==> src/rtl/router_pkg.sv <==
// Shared constants, types and helpers for the N-channel router synchroniser.
package router_pkg;

  localparam int DEF_NUM_PORTS = 3;
  localparam int DEF_TIMEOUT   = 30;
  localparam int DEF_CNT_W     = 10;

  // Counter type of the per-channel soft-reset timer at its default width.
  typedef logic [DEF_CNT_W-1:0] sr_cnt_t;

  // Smallest address width that can name every channel (at least 1 bit).
  function automatic int min_addr_w(input int num_ports);
    int w;
    w = 1;
    while ((1 << w) < num_ports) w++;
    return w;
  endfunction

endpackage : router_pkg

==> src/rtl/router_sync_timer.sv <==
// Per-channel read timeout: counts consecutive valid-but-unread cycles and
// emits a one-cycle soft_reset pulse every TIMEOUT cycles of an unbroken stall.
module router_sync_timer
  import router_pkg::*;
#(
  parameter int TIMEOUT = DEF_TIMEOUT,
  parameter int CNT_W   = DEF_CNT_W
) (
  input  logic clock,
  input  logic resetn,
  input  logic vld,
  input  logic rd,
  output logic soft_reset
);

  localparam logic [CNT_W-1:0] CNT_LAST = CNT_W'(TIMEOUT - 1);

  logic [CNT_W-1:0] cnt_q, cnt_d;
  logic             sr_q, sr_d;

  // Next count and pulse: any read or empty cycle restarts the count.
  // NOTE: every always_comb output gets a default first so no path can infer a latch.
  always_comb begin
    cnt_d = '0;
    sr_d  = 1'b0;
    if (vld && !rd) begin
      if (cnt_q == CNT_LAST) begin
        sr_d = 1'b1;
      end else begin
        cnt_d = cnt_q + CNT_W'(1);
      end
    end
  end

  // Counter and pulse registers.
  // NOTE: sequential state uses non-blocking assignments so all flops update from pre-edge values.
  always_ff @(posedge clock or negedge resetn) begin
    if (!resetn) begin
      cnt_q <= '0;
      sr_q  <= 1'b0;
    end else begin
      cnt_q <= cnt_d;
      sr_q  <= sr_d;
    end
  end

  assign soft_reset = sr_q;

endmodule : router_sync_timer

==> src/rtl/router_sync_n.sv <==
// N-channel router synchroniser: latches the destination address, steers the
// FSM write request to one FIFO, muxes its full flag back, drives vld_out and
// runs one read-timeout timer per channel.
// Optional: define ROUTER_SYNC_SR_STATUS_EN to add sr_clear / sr_status
// (sticky record of soft-reset pulses).
module router_sync_n
  import router_pkg::*;
#(
  parameter int NUM_PORTS = DEF_NUM_PORTS,
  parameter int ADDR_W    = min_addr_w(DEF_NUM_PORTS),
  parameter int TIMEOUT   = DEF_TIMEOUT,
  parameter int CNT_W     = DEF_CNT_W
) (
  input  logic                 clock,
  input  logic                 resetn,
  input  logic                 detect_add,
  input  logic [ADDR_W-1:0]    data_in,
  input  logic                 write_enb_reg,
  input  logic [NUM_PORTS-1:0] empty,
  input  logic [NUM_PORTS-1:0] full,
  input  logic [NUM_PORTS-1:0] read_enb,
`ifdef ROUTER_SYNC_SR_STATUS_EN
  input  logic                 sr_clear,
  output logic [NUM_PORTS-1:0] sr_status,
`endif
  output logic [NUM_PORTS-1:0] write_enb,
  output logic                 fifo_full,
  output logic                 addr_err,
  output logic [NUM_PORTS-1:0] vld_out,
  output logic [NUM_PORTS-1:0] soft_reset
);

  // NUM_PORTS fits in ADDR_W+1 bits because 2**ADDR_W >= NUM_PORTS.
  localparam logic [ADDR_W:0] NUM_PORTS_EXT = (ADDR_W + 1)'(NUM_PORTS);

  logic [ADDR_W-1:0] addr_q, addr_d;
  logic              addr_vld_q, addr_vld_d;
  logic              addr_err_q, addr_err_d;
  logic              data_in_ok;
  logic              sr_hit;

  assign data_in_ok = ({1'b0, data_in} < NUM_PORTS_EXT);
  assign vld_out    = ~empty;

  // One read-timeout timer per channel.
  for (genvar i = 0; i < NUM_PORTS; i++) begin : g_timer
    router_sync_timer #(
      .TIMEOUT (TIMEOUT),
      .CNT_W   (CNT_W)
    ) u_timer (
      .clock      (clock),
      .resetn     (resetn),
      .vld        (vld_out[i]),
      .rd         (read_enb[i]),
      .soft_reset (soft_reset[i])
    );
  end

  // Decode the latched address into write enable, full mux and soft-reset hit.
  always_comb begin
    write_enb = '0;
    fifo_full = 1'b0;
    sr_hit    = 1'b0;
    for (int i = 0; i < NUM_PORTS; i++) begin
      if (addr_vld_q && (addr_q == ADDR_W'(i))) begin
        write_enb[i] = write_enb_reg;
        fifo_full    = full[i];
        sr_hit       = soft_reset[i];
      end
    end
  end

  // Address capture wins over invalidation by a soft reset of the addressed channel.
  always_comb begin
    addr_d     = addr_q;
    addr_vld_d = addr_vld_q;
    addr_err_d = addr_err_q;
    if (detect_add) begin
      addr_d     = data_in;
      addr_vld_d = data_in_ok;
      addr_err_d = !data_in_ok;
    end else if (sr_hit) begin
      addr_vld_d = 1'b0;
    end
  end

  // Address latch registers.
  always_ff @(posedge clock or negedge resetn) begin
    if (!resetn) begin
      addr_q     <= '0;
      addr_vld_q <= 1'b0;
      addr_err_q <= 1'b0;
    end else begin
      addr_q     <= addr_d;
      addr_vld_q <= addr_vld_d;
      addr_err_q <= addr_err_d;
    end
  end

  assign addr_err = addr_err_q;

`ifdef ROUTER_SYNC_SR_STATUS_EN
  logic [NUM_PORTS-1:0] sr_status_q, sr_status_d;

  // Sticky soft-reset record; a new pulse beats a simultaneous clear.
  always_comb begin
    sr_status_d = (sr_clear ? '0 : sr_status_q) | soft_reset;
  end

  // Status register.
  always_ff @(posedge clock or negedge resetn) begin
    if (!resetn) begin
      sr_status_q <= '0;
    end else begin
      sr_status_q <= sr_status_d;
    end
  end

  assign sr_status = sr_status_q;
`endif

endmodule : router_sync_n

==> config.mk <==
export PLATFORM = sky130hd
export DESIGN_NAME = router_sync_n
export DESIGN_NICKNAME = d
export VERILOG_FILES = /design/src/rtl/router_pkg.sv /design/src/rtl/router_sync_timer.sv /design/src/rtl/router_sync_n.sv
export SDC_FILE = /design/constraint.sdc
export NUM_CORES = 1
export LEC_CHECK = 0
export CAP_MARGIN = 20
export CORE_UTILIZATION = 40
export DETAILED_ROUTE_END_ITERATION = 8
export PLACE_DENSITY = 0.64
export SLEW_MARGIN = 20
export SYNTH_ARGS = -nofsm -noshare
export SYNTH_HDL_FRONTEND = slang
export SYNTH_SLANG_ARGS = --single-unit
==> constraint.sdc <==
create_clock -name clock -period 1.6 [get_ports clock]
set_input_delay 0.4 -clock clock [delete_from_list [all_inputs] [get_ports clock]]
set_output_delay 0.4 -clock clock [all_outputs]
set_load 0.005 [all_outputs]
; ---- Word level (Yosys, flattened, before mapping)
; Cells that the tools add are included.
[word_totals]
reg_bits = 37
in_bits = 15
out_inout_bits = 11
wordCells = 54
[classes]
addsub = 3
n_lt_le_gt_ge = 1
n_eq_ne = 5
mux = 23
bitwise = 1
reduce_logical = 12
[ops]
columns = cell, n
row1 = $mux W10, 6
row2 = $add A10 B1 Y10 const B, 3
row3 = $eq A10 B5 Y1 const B, 3
row4 = $mux W1, 17
row5 = $logic_and A1 B1 Y1, 6
row6 = $logic_not A1 Y1, 4
row7 = $not A3 Y3, 1
row8 = $eq A2 B1 Y1 const B, 1
row9 = $eq A2 B2 Y1 const B, 1
row10 = $logic_not A2 Y1, 1
row11 = $lt A2 B2 Y1 const B, 1
row12 = $reduce_bool A2 Y1, 1

; ---- Longest topological paths before layout
; Gate-level depths: netlist of run 1.
[logic_depth]
ltp_word = 7
depth_mapped = 5
ltp_nobuf = 5

; ---- Hierarchy
; From an unflattened synthesis of run 1, not the netlist that was laid out.
[unflattened]
cells_unflattened = 191
hier_area_um2 = 2005.7
[modules_own_cells]
columns = module, instances, cells_per_inst, area_per_inst_um2, seq_area_each_um2
row1 = router_sync_timer, 3, 55, 585.6, 275.3
row2 = router_sync_n, 1, 26, 249.0, 100.1

; ---- Least setup slack after synthesis of run 1
; Ideal clock, no wire load.
[synth_path]
path_kind = register to register
from = register g_timer[1].u_timer.cnt_q[1]
to = register g_timer[1].u_timer.cnt_q[2]
setup_time_ns = 0.135
arrival_ns = 1.439
required_time_ns = 1.465
path_slack_ns = 0.026
path_stages_with_launch = 6
path_buffers = 0
synth_period_minus_slack_ns = 1.574
cell_sequence = dfrtp_1 -> inv_1 -> ha_1 -> or4b_4 -> o31ai_4 -> nor2_1
[synth_between]
elab_chain_len = 3
elab_cells_between_ends = 4
cone_classes = 1 x add/sub / 1 x eq/ne / 2 x mux
[synth_lines]
columns = element, line
row1 = start: declaration, router_sync_timer.sv:18  ; logic [CNT_W-1:0] cnt_q, cnt_d;
row2 = start signal: assignment, router_sync_timer.sv:42  ; cnt_q <= cnt_d;
row3 = $add A10 B1 Y10 / $eq A10 B5 Y1 (equally long branches), "router_sync_timer.sv:30, router_sync_timer.sv:27"
row4 = $mux W10 *, router_sync_timer.sv:27  ; if (cnt_q == CNT_LAST) begin
row5 = $mux W10 *, router_sync_timer.sv:26  ; if (vld && !rd) begin
row6 = net g_timer[1].u_timer.cnt_d[2], router_sync_timer.sv:18
; The timed path passes the listed nets; every way through them passes the cells marked *.
; A chain may end at the register's enable or synchronous reset.

; ---- Worst setup path after layout of run 1
[layout_path]
from = input port full[1]
to = output port fifo_full
[layout_between]
elab_chain_len = 2
[layout_lines]
columns = element, line
row1 = start: declaration, router_sync_n.sv:20  ; input logic [NUM_PORTS-1:0] full,
row2 = $mux W1 (2 in series), router_sync_n.sv:65  ; if (addr_vld_q && (addr_q == ADDR_W'(i))) begin
row3 = end: declaration, router_sync_n.sv:27  ; output logic fifo_full,
; Every way passes these cells.

==> impl_results.html, run 1 <==
<table>
<tr><th>Metric</th><th>Value</th></tr>
<tr><th colspan="2">Hold path</th></tr>
<tr><td>Worst hold path class</td><td>in -&gt; async</td></tr>
<tr><th colspan="2">Run status</th></tr>
<tr><td>Failing checks</td><td>design-rule violations, negative setup slack</td></tr>
<tr><td>Status</td><td>finished with violations</td></tr>
<tr><th colspan="2">Timing</th></tr>
<tr><td>Total Negative Setup Slacks</td><td>-0.207 ns</td></tr>
<tr><td>Final-report setup violation count</td><td>11</td></tr>
<tr><td>Final critical-path required period</td><td>1.64 ns</td></tr>
<tr><td>Final worst setup slack</td><td>-0.0438 ns</td></tr>
<tr><td>Setup repair after global routing missed its margin</td><td>true</td></tr>
<tr><td>Actual slew at the worst max-slew pin</td><td>between 0.4 and 0.5 ns</td></tr>
<tr><td>Final worst-path cycle share</td><td>103%</td></tr>
<tr><td>Upper clock frequency limit</td><td>around 0.61 GHz</td></tr>
<tr><td>Slew Limit Fails</td><td>0</td></tr>
<tr><td>Worst slew margin relative to its limit</td><td>a little over 70%</td></tr>
<tr><td>Skew final</td><td>0.00614 ns</td></tr>
<tr><td>Hold Fails Final Rpt</td><td>0</td></tr>
<tr><th colspan="2">Worst setup path</th></tr>
<tr><td>Startpoint kind of the worst setup timing path</td><td>input port</td></tr>
<tr><td>Worst path required time</td><td>roughly 1.2 ns</td></tr>
<tr><td>Worst Path Class, Setup</td><td>in -&gt; out</td></tr>
<tr><td>Worst-case reg-to-reg path depth</td><td>6</td></tr>
<tr><td>Critical R2R Capture</td><td>g_timer[1].u_timer.cnt_q[9]$_DFF_PN0_</td></tr>
<tr><td>Max Fanout on Critical Path</td><td>1</td></tr>
<tr><td>Worst reg2reg startpoint</td><td>g_timer[1].u_timer.cnt_q[1]$_DFF_PN0_</td></tr>
<tr><td>Worst Path Arrival</td><td>1.24 ns</td></tr>
<tr><td>Register-to-register path setup slack</td><td>-0.02 ns</td></tr>
<tr><td>Critical path endpoint category</td><td>output pin</td></tr>
<tr><th colspan="2">Power and ir drop</th></tr>
<tr><td>Leak Pwr</td><td>0.00102 uW</td></tr>
<tr><td>Power density of the placed cells</td><td>approximately 740 mW/mm2</td></tr>
<tr><td>Internal power</td><td>about 1400 uW</td></tr>
<tr><td>Reg power frac</td><td>53.4%</td></tr>
<tr><td>Fraction of power consumed by the clock network</td><td>35.5%</td></tr>
<tr><td>Peak supply drop</td><td>around 0.35 mV</td></tr>
<tr><td>Post-route total power</td><td>1810 uW</td></tr>
<tr><td>Switching component of the power</td><td>~410 uW</td></tr>
<tr><td>Switching part of the total power</td><td>22.4%</td></tr>
<tr><td>Proportion of power drawn by combinational gates</td><td>about 11%</td></tr>
<tr><th colspan="2">Drt</th></tr>
<tr><td>WL per Instance</td><td>approximately 12 um</td></tr>
<tr><td>Post-route antenna net violation count</td><td>0</td></tr>
<tr><td>DR iter-0 viols</td><td>67</td></tr>
<tr><td>Number of remaining DRC errors</td><td>10</td></tr>
<tr><td>Final wirelength</td><td>roughly 3500 um</td></tr>
<tr><td>Vias/cell</td><td>around 5.3</td></tr>
<tr><td>Detailed Routing Iterations Pass 1</td><td>6</td></tr>
<tr><td>Total via count after detailed routing</td><td>between 1000 and 1500</td></tr>
<tr><th colspan="2">Clock network</th></tr>
<tr><td>CTS Buf Count</td><td>5</td></tr>
<tr><td>CTS clk-pin slew, worst paths</td><td>around 0.070 ns</td></tr>
<tr><td>Quantity of hold-fixing buffers added after cts</td><td>0</td></tr>
<tr><td>H-tree levels</td><td>2</td></tr>
<tr><td>TritonCTS clock tree</td><td>done</td></tr>
<tr><td>Maximum buffer depth of the clock tree</td><td>2</td></tr>
<tr><td>Total clock sinks</td><td>37</td></tr>
<tr><td>Clock tree root buffer cell</td><td>sky130_fd_sc_hd__clkbuf_8</td></tr>
<tr><td>Worst skew pair latency</td><td>between 0.2 and 0.3 ns</td></tr>
<tr><th colspan="2">Floorplan</th></tr>
<tr><td>Vertical die dimension</td><td>about 70 um</td></tr>
<tr><td>Placeable core area</td><td>0.00444 mm2</td></tr>
<tr><td>Rows</td><td>24</td></tr>
<tr><td>Die span in x</td><td>70.6 um</td></tr>
<tr><td>Die area</td><td>between 0.004 and 0.005 mm2</td></tr>
<tr><td>Initial core utilization</td><td>42.4%</td></tr>
<tr><td>IO Count</td><td>26</td></tr>
<tr><th colspan="2">Synth</th></tr>
<tr><td>Net count of the mapped netlist</td><td>between 200 and 250</td></tr>
<tr><td>EDFF count, synth</td><td>0</td></tr>
<tr><td>Number of instances in the synthesized netlist</td><td>185</td></tr>
<tr><td>Top_reg_cell synth</td><td>sky130_fd_sc_hd__dfrtp_1</td></tr>
<tr><td>Cell area after synthesis</td><td>0.00188 mm2</td></tr>
<tr><td>#FFs+latches synth</td><td>37</td></tr>
<tr><td>Synthesized area per cell</td><td>10.2 um2</td></tr>
<tr><td>Yosys warning count</td><td>0</td></tr>
<tr><td>Asr flop ratio synth</td><td>100%</td></tr>
<tr><td>Unique masters post-synth</td><td>34</td></tr>
<tr><td>Part of the Yosys area used for sequential elements</td><td>around 49%</td></tr>
<tr><th colspan="2">Global routing</th></tr>
<tr><td>First-pass GRT wire length</td><td>approximately 6300 um</td></tr>
<tr><td>Initial antenna violation count</td><td>0</td></tr>
<tr><td>Total global-route track usage</td><td>between 15 and 20%</td></tr>
<tr><td>Largest net degree at the start of global routing</td><td>38</td></tr>
<tr><td>Number of global-route vias before repair</td><td>1388</td></tr>
<tr><td>Total grt overflow</td><td>0</td></tr>
<tr><th colspan="2">Finish</th></tr>
<tr><td>Area growth from synthesis to layout</td><td>29.1%</td></tr>
<tr><td>Share of cells above drive strength 1</td><td>22.4%</td></tr>
<tr><td>Post-Layout Cell Count</td><td>280</td></tr>
<tr><td>Count of fill cells added during filler insertion</td><td>around 420</td></tr>
<tr><td>Number of nets at the end of the flow</td><td>~250</td></tr>
<tr><td>Antenna diode count</td><td>0</td></tr>
<tr><th colspan="2">Placed design</th></tr>
<tr><td>Inst Count DP</td><td>around 270</td></tr>
<tr><td>Placer's final routability congestion estimate</td><td>slightly below 0.8</td></tr>
<tr><td>HPWL reported at the end of detailed placement</td><td>2470 um</td></tr>
<tr><td>Port bufs</td><td>25</td></tr>
<tr><th colspan="2">Job</th></tr>
<tr><td>Max Cap Violations</td><td>0</td></tr>
</table>
-- cell families after synthesis --
logic type	synth area share (%)
mux	2.26
buf+inv	4.78
simple gates	22.1
fa+ha+maj	3.98
xor+xnor	4.18
flops	49.1
compound gates	13.5
-- worst max path at each step --
stage / startpoint / endpoint / slack, ns / cells past startpoint
6_report: full[1] / fifo_full / -0.04 / 5
2_1_floorplan: g_timer[1].u_timer.cnt_q[1]$_DFF_PN0_ / g_timer[1].u_timer.cnt_q[2]$_DFF_PN0_ / 0.03 / 5
3_5_place_dp: full[1] / fifo_full / -0.47 / 5
5_1_grt: addr_q[0]$_DFFE_PN0P_ / fifo_full / -0.12 / 4
4_1_cts: addr_q[0]$_DFFE_PN0P_ / write_enb[1] / -0.08 / 3
3_3_place_gp: full[1] / fifo_full / -0.46 / 5
-- Yosys cell counts (2+ instances only) --
cell type                   number  area (um2)
sky130_fd_sc_hd__dfrtp_1        37         926
sky130_fd_sc_hd__nor2_1         18        67.6
sky130_fd_sc_hd__a21oi_1        15        75.1
sky130_fd_sc_hd__o21ai_0        13        65.1
sky130_fd_sc_hd__or3_1          12        75.1
sky130_fd_sc_hd__inv_1          11        41.3
sky130_fd_sc_hd__nand3_1        10        50.1
sky130_fd_sc_hd__nand2_1         7        26.3
sky130_fd_sc_hd__buf_4           6        45.0
sky130_fd_sc_hd__ha_1            6        75.1
sky130_fd_sc_hd__nand4_1         6        37.5
sky130_fd_sc_hd__xnor2_1         5        43.8
sky130_fd_sc_hd__xor2_1          4        35.0
sky130_fd_sc_hd__and2_1          3        18.8
sky130_fd_sc_hd__nand3b_1        3        22.5
sky130_fd_sc_hd__o31ai_1         3        22.5
sky130_fd_sc_hd__or4_1           3        22.5
sky130_fd_sc_hd__mux2_2          2        22.5
sky130_fd_sc_hd__mux2i_1         2        20.0
sky130_fd_sc_hd__nand4bb_1       2        22.5
sky130_fd_sc_hd__nor3_1          2        10.0
sky130_fd_sc_hd__nor3b_1         2        15.0
sky130_fd_sc_hd__o31ai_4         2        42.5
-- metal layers --
layer	GRT usage (%)	vias up	routed length, um
met1	20.1	705	1640
met3	5.13	6	195
met2	26.0	28	1590
met4	6.67	0	63
li1	-	745	-
met5	0	-	0
-- registers in the layout, indices dropped and copies added (netlist names) --
signal	count
g_timer.u_timer.cnt_q	30
addr_q	2
addr_vld_q	1
addr_err	1
g_timer.u_timer.soft_reset	3
-- cell usage in the layout (no fill, tap or decap), drive strengths merged, types with 4 or more instances in the layout --
| cell | netlist | routed |
|---|---|---|
| or3 | 13 | 13 |
| nand3 | 10 | 10 |
| nor2 | 18 | 18 |
| dlygate4sd2 | 0 | 5 |
| o31ai | 5 | 5 |
| clkdlybuf4s50 | 0 | 13 |
| o21ai | 13 | 13 |
| nand2 | 7 | 7 |
| a21oi | 15 | 15 |
| xnor2 | 5 | 5 |
| buf | 6 | 22 |
| inv | 11 | 11 |
| nand4 | 6 | 6 |
| ha | 6 | 6 |
| xor2 | 4 | 4 |
| dfrtp | 37 | 37 |
| clkbuf | 1 | 8 |
-- final cells by class --
cell class | count | area [um2] | area share, %
Tap cell | 52 | 65.1 | 2.67
Sequential cell | 37 | 926 | 38.0
Multi-Input combinational cell | 130 | 932 | 38.3
Timing Repair Buffer | 43 | 383 | 15.7
Inverter | 11 | 41.3 | 1.70
Clock buffer | 7 | 86.3 | 3.55
-- critical path: stages --
cell,delay (ns)
sky130_fd_sc_hd__clkdlybuf4s50_1,0.39
sky130_fd_sc_hd__mux2i_1,0.14
sky130_fd_sc_hd__o21ai_1,0.07
sky130_fd_sc_hd__and2_1,0.13
sky130_fd_sc_hd__buf_2,0.12
-- power by group through the flow --
stage,Combinational (uW),Clock (uW),Sequential [uW]
after floorplan,69.3,0,982
after global placement,189,0,983
after detailed placement,190,0,983
after CTS,185,678,966
after global routing,221,717,970
final,200,643,968
-- metrics by stage --
stage,instance area (um2),hold WS (ns),utilization [%],setup WS (ns)
5_1_grt,2430,0.0790,54.8,-0.117
2_1_floorplan,1880,0.104,-,0.0260
6_report,2430,0.0708,54.8,-0.0438
3_3_place_gp,2260,0.381,50.9,-0.459
3_5_place_dp,2260,0.382,50.9,-0.466
4_1_cts,2350,0.0678,52.9,-0.0786
-- what timing repair did --
action / in CTS / in global routing
pin swaps: 2 / 7
gates resized for setup: 19 / 22
setup endpoints to repair: 17 / 26
setup buffers: 1 / 3
Note: power is estimated with default switching activity, not from simulation.
==> run 2: changes to the inputs <==
--- a/config.mk
+++ b/config.mk
@@ -5,7 +5,7 @@
 export SDC_FILE = /design/constraint.sdc
 export NUM_CORES = 1
 export LEC_CHECK = 0
-export CAP_MARGIN = 20
+export CAP_MARGIN = 5
 export CORE_UTILIZATION = 40
 export DETAILED_ROUTE_END_ITERATION = 8
 export PLACE_DENSITY = 0.64
==> results of run 2 <==
No change in the layout: final DEF, timing and power equal those of run 1.
==> run 3: changes to the inputs <==
--- a/config.mk
+++ b/config.mk
@@ -6,6 +6,7 @@
 export NUM_CORES = 1
 export LEC_CHECK = 0
 export CAP_MARGIN = 5
+export CORE_MARGIN = 5
 export CORE_UTILIZATION = 40
 export DETAILED_ROUTE_END_ITERATION = 8
 export PLACE_DENSITY = 0.64
==> impl_results.html, run 3 (synthesis gave the netlist of run 1 again) <==
<table>
<tr><th>Metric</th><th>Value</th></tr>
<tr><th colspan="2">Clock network</th></tr>
<tr><td>Worst skew pair latency</td><td>0.29 ns (about the same)</td></tr>
<tr><td>CTS clk-pin slew, worst paths</td><td>0.07 ns (about the same)</td></tr>
<tr><td>TritonCTS clock tree</td><td>done</td></tr>
<tr><td>Clock tree root buffer cell</td><td>sky130_fd_sc_hd__clkbuf_8</td></tr>
<tr><td>Maximum buffer depth of the clock tree</td><td>2 (unchanged)</td></tr>
<tr><td>Total clock sinks</td><td>37 (unchanged)</td></tr>
<tr><td>Quantity of hold-fixing buffers added after cts</td><td>0 (unchanged)</td></tr>
<tr><td>H-tree levels</td><td>2 (unchanged)</td></tr>
<tr><td>CTS Buf Count</td><td>5 (unchanged)</td></tr>
<tr><th colspan="2">Power and ir drop</th></tr>
<tr><td>Reg power frac</td><td>53.3% (about the same)</td></tr>
<tr><td>Leak Pwr</td><td>0.00106 uW (+3.9%)</td></tr>
<tr><td>Fraction of power consumed by the clock network</td><td>35.9% (+0.4 points)</td></tr>
<tr><td>Post-route total power</td><td>1810 uW (+0.15%)</td></tr>
<tr><td>Proportion of power drawn by combinational gates</td><td>10.8% (-0.2 points)</td></tr>
<tr><td>Switching part of the total power</td><td>22.7% (+0.29 points)</td></tr>
<tr><td>Switching component of the power</td><td>411 uW (+1.4%)</td></tr>
<tr><td>Internal power</td><td>1400 uW (-0.22%)</td></tr>
<tr><td>Power density of the placed cells</td><td>748 mW/mm2 (+0.41%)</td></tr>
<tr><td>Peak supply drop</td><td>0.318 mV (-9.9%)</td></tr>
<tr><th colspan="2">Timing</th></tr>
<tr><td>Setup repair after global routing missed its margin</td><td>true</td></tr>
<tr><td>Final worst setup slack</td><td>-0.0645 ns (-0.0207 ns)</td></tr>
<tr><td>Slew Limit Fails</td><td>0 (unchanged)</td></tr>
<tr><td>Final critical-path required period</td><td>1.66 ns (+0.0207 ns)</td></tr>
<tr><td>Upper clock frequency limit</td><td>0.601 GHz (-1.2%)</td></tr>
<tr><td>Worst slew margin relative to its limit</td><td>69.4% (-1.6 points)</td></tr>
<tr><td>Final worst-path cycle share</td><td>104% (+1.3 points)</td></tr>
<tr><td>Final-report setup violation count</td><td>14 (+3)</td></tr>
<tr><td>Hold Fails Final Rpt</td><td>0 (unchanged)</td></tr>
<tr><td>Actual slew at the worst max-slew pin</td><td>0.459 ns (+0.0233 ns)</td></tr>
<tr><td>Skew final</td><td>0.00869 ns (+0.00255 ns)</td></tr>
<tr><th colspan="2">Drt</th></tr>
<tr><td>Number of remaining DRC errors</td><td>0 (-10)</td></tr>
<tr><td>Vias/cell</td><td>5.17 (-2.5%)</td></tr>
<tr><td>M1 wire length</td><td>1590 um (-3.1%)</td></tr>
<tr><td>Post-route antenna net violation count</td><td>0 (unchanged)</td></tr>
<tr><td>Final wirelength</td><td>3610 um (+3.7%)</td></tr>
<tr><td>WL per Instance</td><td>12.7 um (+2.2%)</td></tr>
<tr><td>Total via count after detailed routing</td><td>1468 (-1.1%)</td></tr>
<tr><td>Routed wl met2</td><td>1760 um (+11%)</td></tr>
<tr><td>Met3 routed WL</td><td>199 um (+2.1%)</td></tr>
<tr><td>Detailed Routing Iterations Pass 1</td><td>4 (-2)</td></tr>
<tr><td>Uppermost layer routed</td><td>met4</td></tr>
<tr><td>DR iter-0 viols</td><td>87 (+30%)</td></tr>
<tr><th colspan="2">Global routing</th></tr>
<tr><td>First-pass GRT wire length</td><td>6350 um (+1.6%)</td></tr>
<tr><td>Initial antenna violation count</td><td>0 (unchanged)</td></tr>
<tr><td>Total grt overflow</td><td>0 (unchanged)</td></tr>
<tr><td>Number of global-route vias before repair</td><td>1442 (+3.9%)</td></tr>
<tr><td>Largest net degree at the start of global routing</td><td>38 (unchanged)</td></tr>
<tr><td>Total global-route track usage</td><td>12.8% (-3.3 points)</td></tr>
<tr><th colspan="2">Worst setup path</th></tr>
<tr><td>Largest stage delay on the critical path</td><td>0.43 ns (+0.04 ns)</td></tr>
<tr><td>Number of buffer and inverter stages on the critical path</td><td>3 (+1)</td></tr>
<tr><td>Max Fanout on Critical Path</td><td>4 (+3)</td></tr>
<tr><td>Register-to-register path setup slack</td><td>-0.02 ns (about the same)</td></tr>
<tr><td>Worst path slowest cell</td><td>sky130_fd_sc_hd__dfrtp_1</td></tr>
<tr><td>Worst Path Class, Setup</td><td>reg -&gt; out</td></tr>
<tr><td>Critical path endpoint category</td><td>output pin</td></tr>
<tr><td>Startpoint kind of the worst setup timing path</td><td>flop</td></tr>
<tr><td>Worst path required time</td><td>1.20 ns (about the same)</td></tr>
<tr><td>Worst Path Arrival</td><td>1.26 ns (+0.02 ns)</td></tr>
<tr><td>Largest delay contributor family on the critical path</td><td>flip-flops</td></tr>
<tr><td>Crit-path cells</td><td>buf_4, buf_6, nor3b_2, buf_2</td></tr>
<tr><th colspan="2">Finish</th></tr>
<tr><td>FF/Latch Area</td><td>926 um2 (unchanged)</td></tr>
<tr><td>Largest register by flop count</td><td>g_timer.u_timer.cnt_q</td></tr>
<tr><td>Count of fill cells added during filler insertion</td><td>420 (-0.24%)</td></tr>
<tr><td>Leading cell type in the layout, fill and taps excluded</td><td>sky130_fd_sc_hd__dfrtp_1</td></tr>
<tr><td>Number of flip-flops in the largest register</td><td>30 (unchanged)</td></tr>
<tr><td>Post-route cell area</td><td>0.00243 mm2 (-0.26%)</td></tr>
<tr><td>Antenna diode count</td><td>0 (unchanged)</td></tr>
<tr><td>Area growth from synthesis to layout</td><td>28.8%</td></tr>
<tr><td>Post-Layout Cell Count</td><td>284 (+1.4%)</td></tr>
<tr><td>Area of combinational cells with multiple inputs</td><td>913 um2 (-2.0%)</td></tr>
<tr><td>Share of cells above drive strength 1</td><td>21.7% (-0.63 points)</td></tr>
<tr><td>Most frequent cells in the layout</td><td>sky130_fd_sc_hd__dfrtp_1 (37), sky130_fd_sc_hd__buf_4 (18), sky130_fd_sc_hd__nor2_1 (16)</td></tr>
<tr><td>Number of nets at the end of the flow</td><td>251 (+0.80%)</td></tr>
<tr><th colspan="2">Job</th></tr>
<tr><td>Max Cap Violations</td><td>0 (unchanged)</td></tr>
<tr><th colspan="2">Floorplan</th></tr>
<tr><td>Die span in x</td><td>78.6 um (+11%)</td></tr>
<tr><td>Placeable core area</td><td>0.00466 mm2 (+4.9%)</td></tr>
<tr><td>Die area</td><td>0.00618 mm2 (+24%)</td></tr>
<tr><td>IO Count</td><td>26 (unchanged)</td></tr>
<tr><td>Initial core utilization</td><td>40.4% (-2.0 points)</td></tr>
<tr><td>Rows</td><td>25 (+4.2%)</td></tr>
<tr><td>Vertical die dimension</td><td>78.6 um (+11%)</td></tr>
<tr><th colspan="2">Placed design</th></tr>
<tr><td>Cell Area, Placed</td><td>0.00225 mm2 (-0.44%)</td></tr>
<tr><td>Inst Count DP</td><td>271 (+0.74%)</td></tr>
<tr><td>Placer's final routability congestion estimate</td><td>0.757 (-2.2%)</td></tr>
<tr><td>HPWL reported at the end of detailed placement</td><td>2530 um (+2.4%)</td></tr>
<tr><td>Port bufs</td><td>25 (unchanged)</td></tr>
<tr><th colspan="2">Run status</th></tr>
<tr><td>Failing checks</td><td>negative setup slack</td></tr>
<tr><td>Status</td><td>finished with violations</td></tr>
<tr><th colspan="2">Hold path</th></tr>
<tr><td>Worst hold path class</td><td>in -&gt; async</td></tr>
</table>
==> run 3: cell count changes in the layout (fill, tap and decap cells not counted), sizes merged <==
cell and change:
clkdlybuf4s50 -3, clkbuf -1, dlygate4sd2 -1, dlymetal6s2s +4, buf +3
==> run 3: repair_timing <==
| action | CTS | global route |
|---|---|---|
| buffers inserted | 2 | 4 |
| endpoints found under the setup margin | 22 | 30 |
| gates resized for setup | 24 | 17 |
| pin swaps | 2 | 5 |
| gates cloned | 0 | 0 |
==> run 3: cell type report <==
class / instances / area share, %
multi-input combinational: 130 / 37.6
timing repair buffer: 45 / 16.2
sequential: 37 / 38.1
inverter: 11 / 1.70
tap: 54 / 2.78
clock buffer: 7 / 3.56
==> run 3: metal layers <==
layer	GRT usage, %	vias to the layer above
met4	5.24	0
met2	22.0	25
met5	0	-
met1	14.9	692
met3	3.56	5
li1	-	746
==> run 3: final timing paths <==
check	to	cells past startpoint	start
worst min register to register	addr_err$_DFFE_PN0P_	1	addr_err$_DFFE_PN0P_
worst max register to register	g_timer[1].u_timer.cnt_q[5]$_DFF_PN0_	6	g_timer[1].u_timer.cnt_q[1]$_DFF_PN0_
max in group asynchronous	g_timer[0].u_timer.cnt_q[3]$_DFF_PN0_	2	resetn
worst max-delay path	write_enb[2]	4	addr_q[0]$_DFFE_PN0P_
worst min-delay path	g_timer[0].u_timer.cnt_q[8]$_DFF_PN0_	2	resetn
min in group clock	g_timer[2].u_timer.cnt_q[5]$_DFF_PN0_	4	empty[2]
==> run 3: per-stage QoR <==
step           hold WS (ns)  TNS [ns]  setup slack [ns]  utilization [%]
5_1_grt               0.194     -1.53            -0.133             52.1
4_1_cts               0.164    -0.181            -0.165             50.5
2_1_floorplan         0.104         0            0.0260                -
6_report              0.149    -0.329           -0.0645             52.1
3_3_place_gp          0.473     -2.19            -0.453             48.3
3_5_place_dp          0.478     -2.33            -0.473             48.3
==> run 3: power by group through the flow <==
stage	Sequential, uW	Clock, uW	Combinational, uW
floorplan	982	0	69.3
global placement	984	0	185
detailed placement	984	0	187
CTS	967	684	190
global route	970	719	218
finish	967	652	196
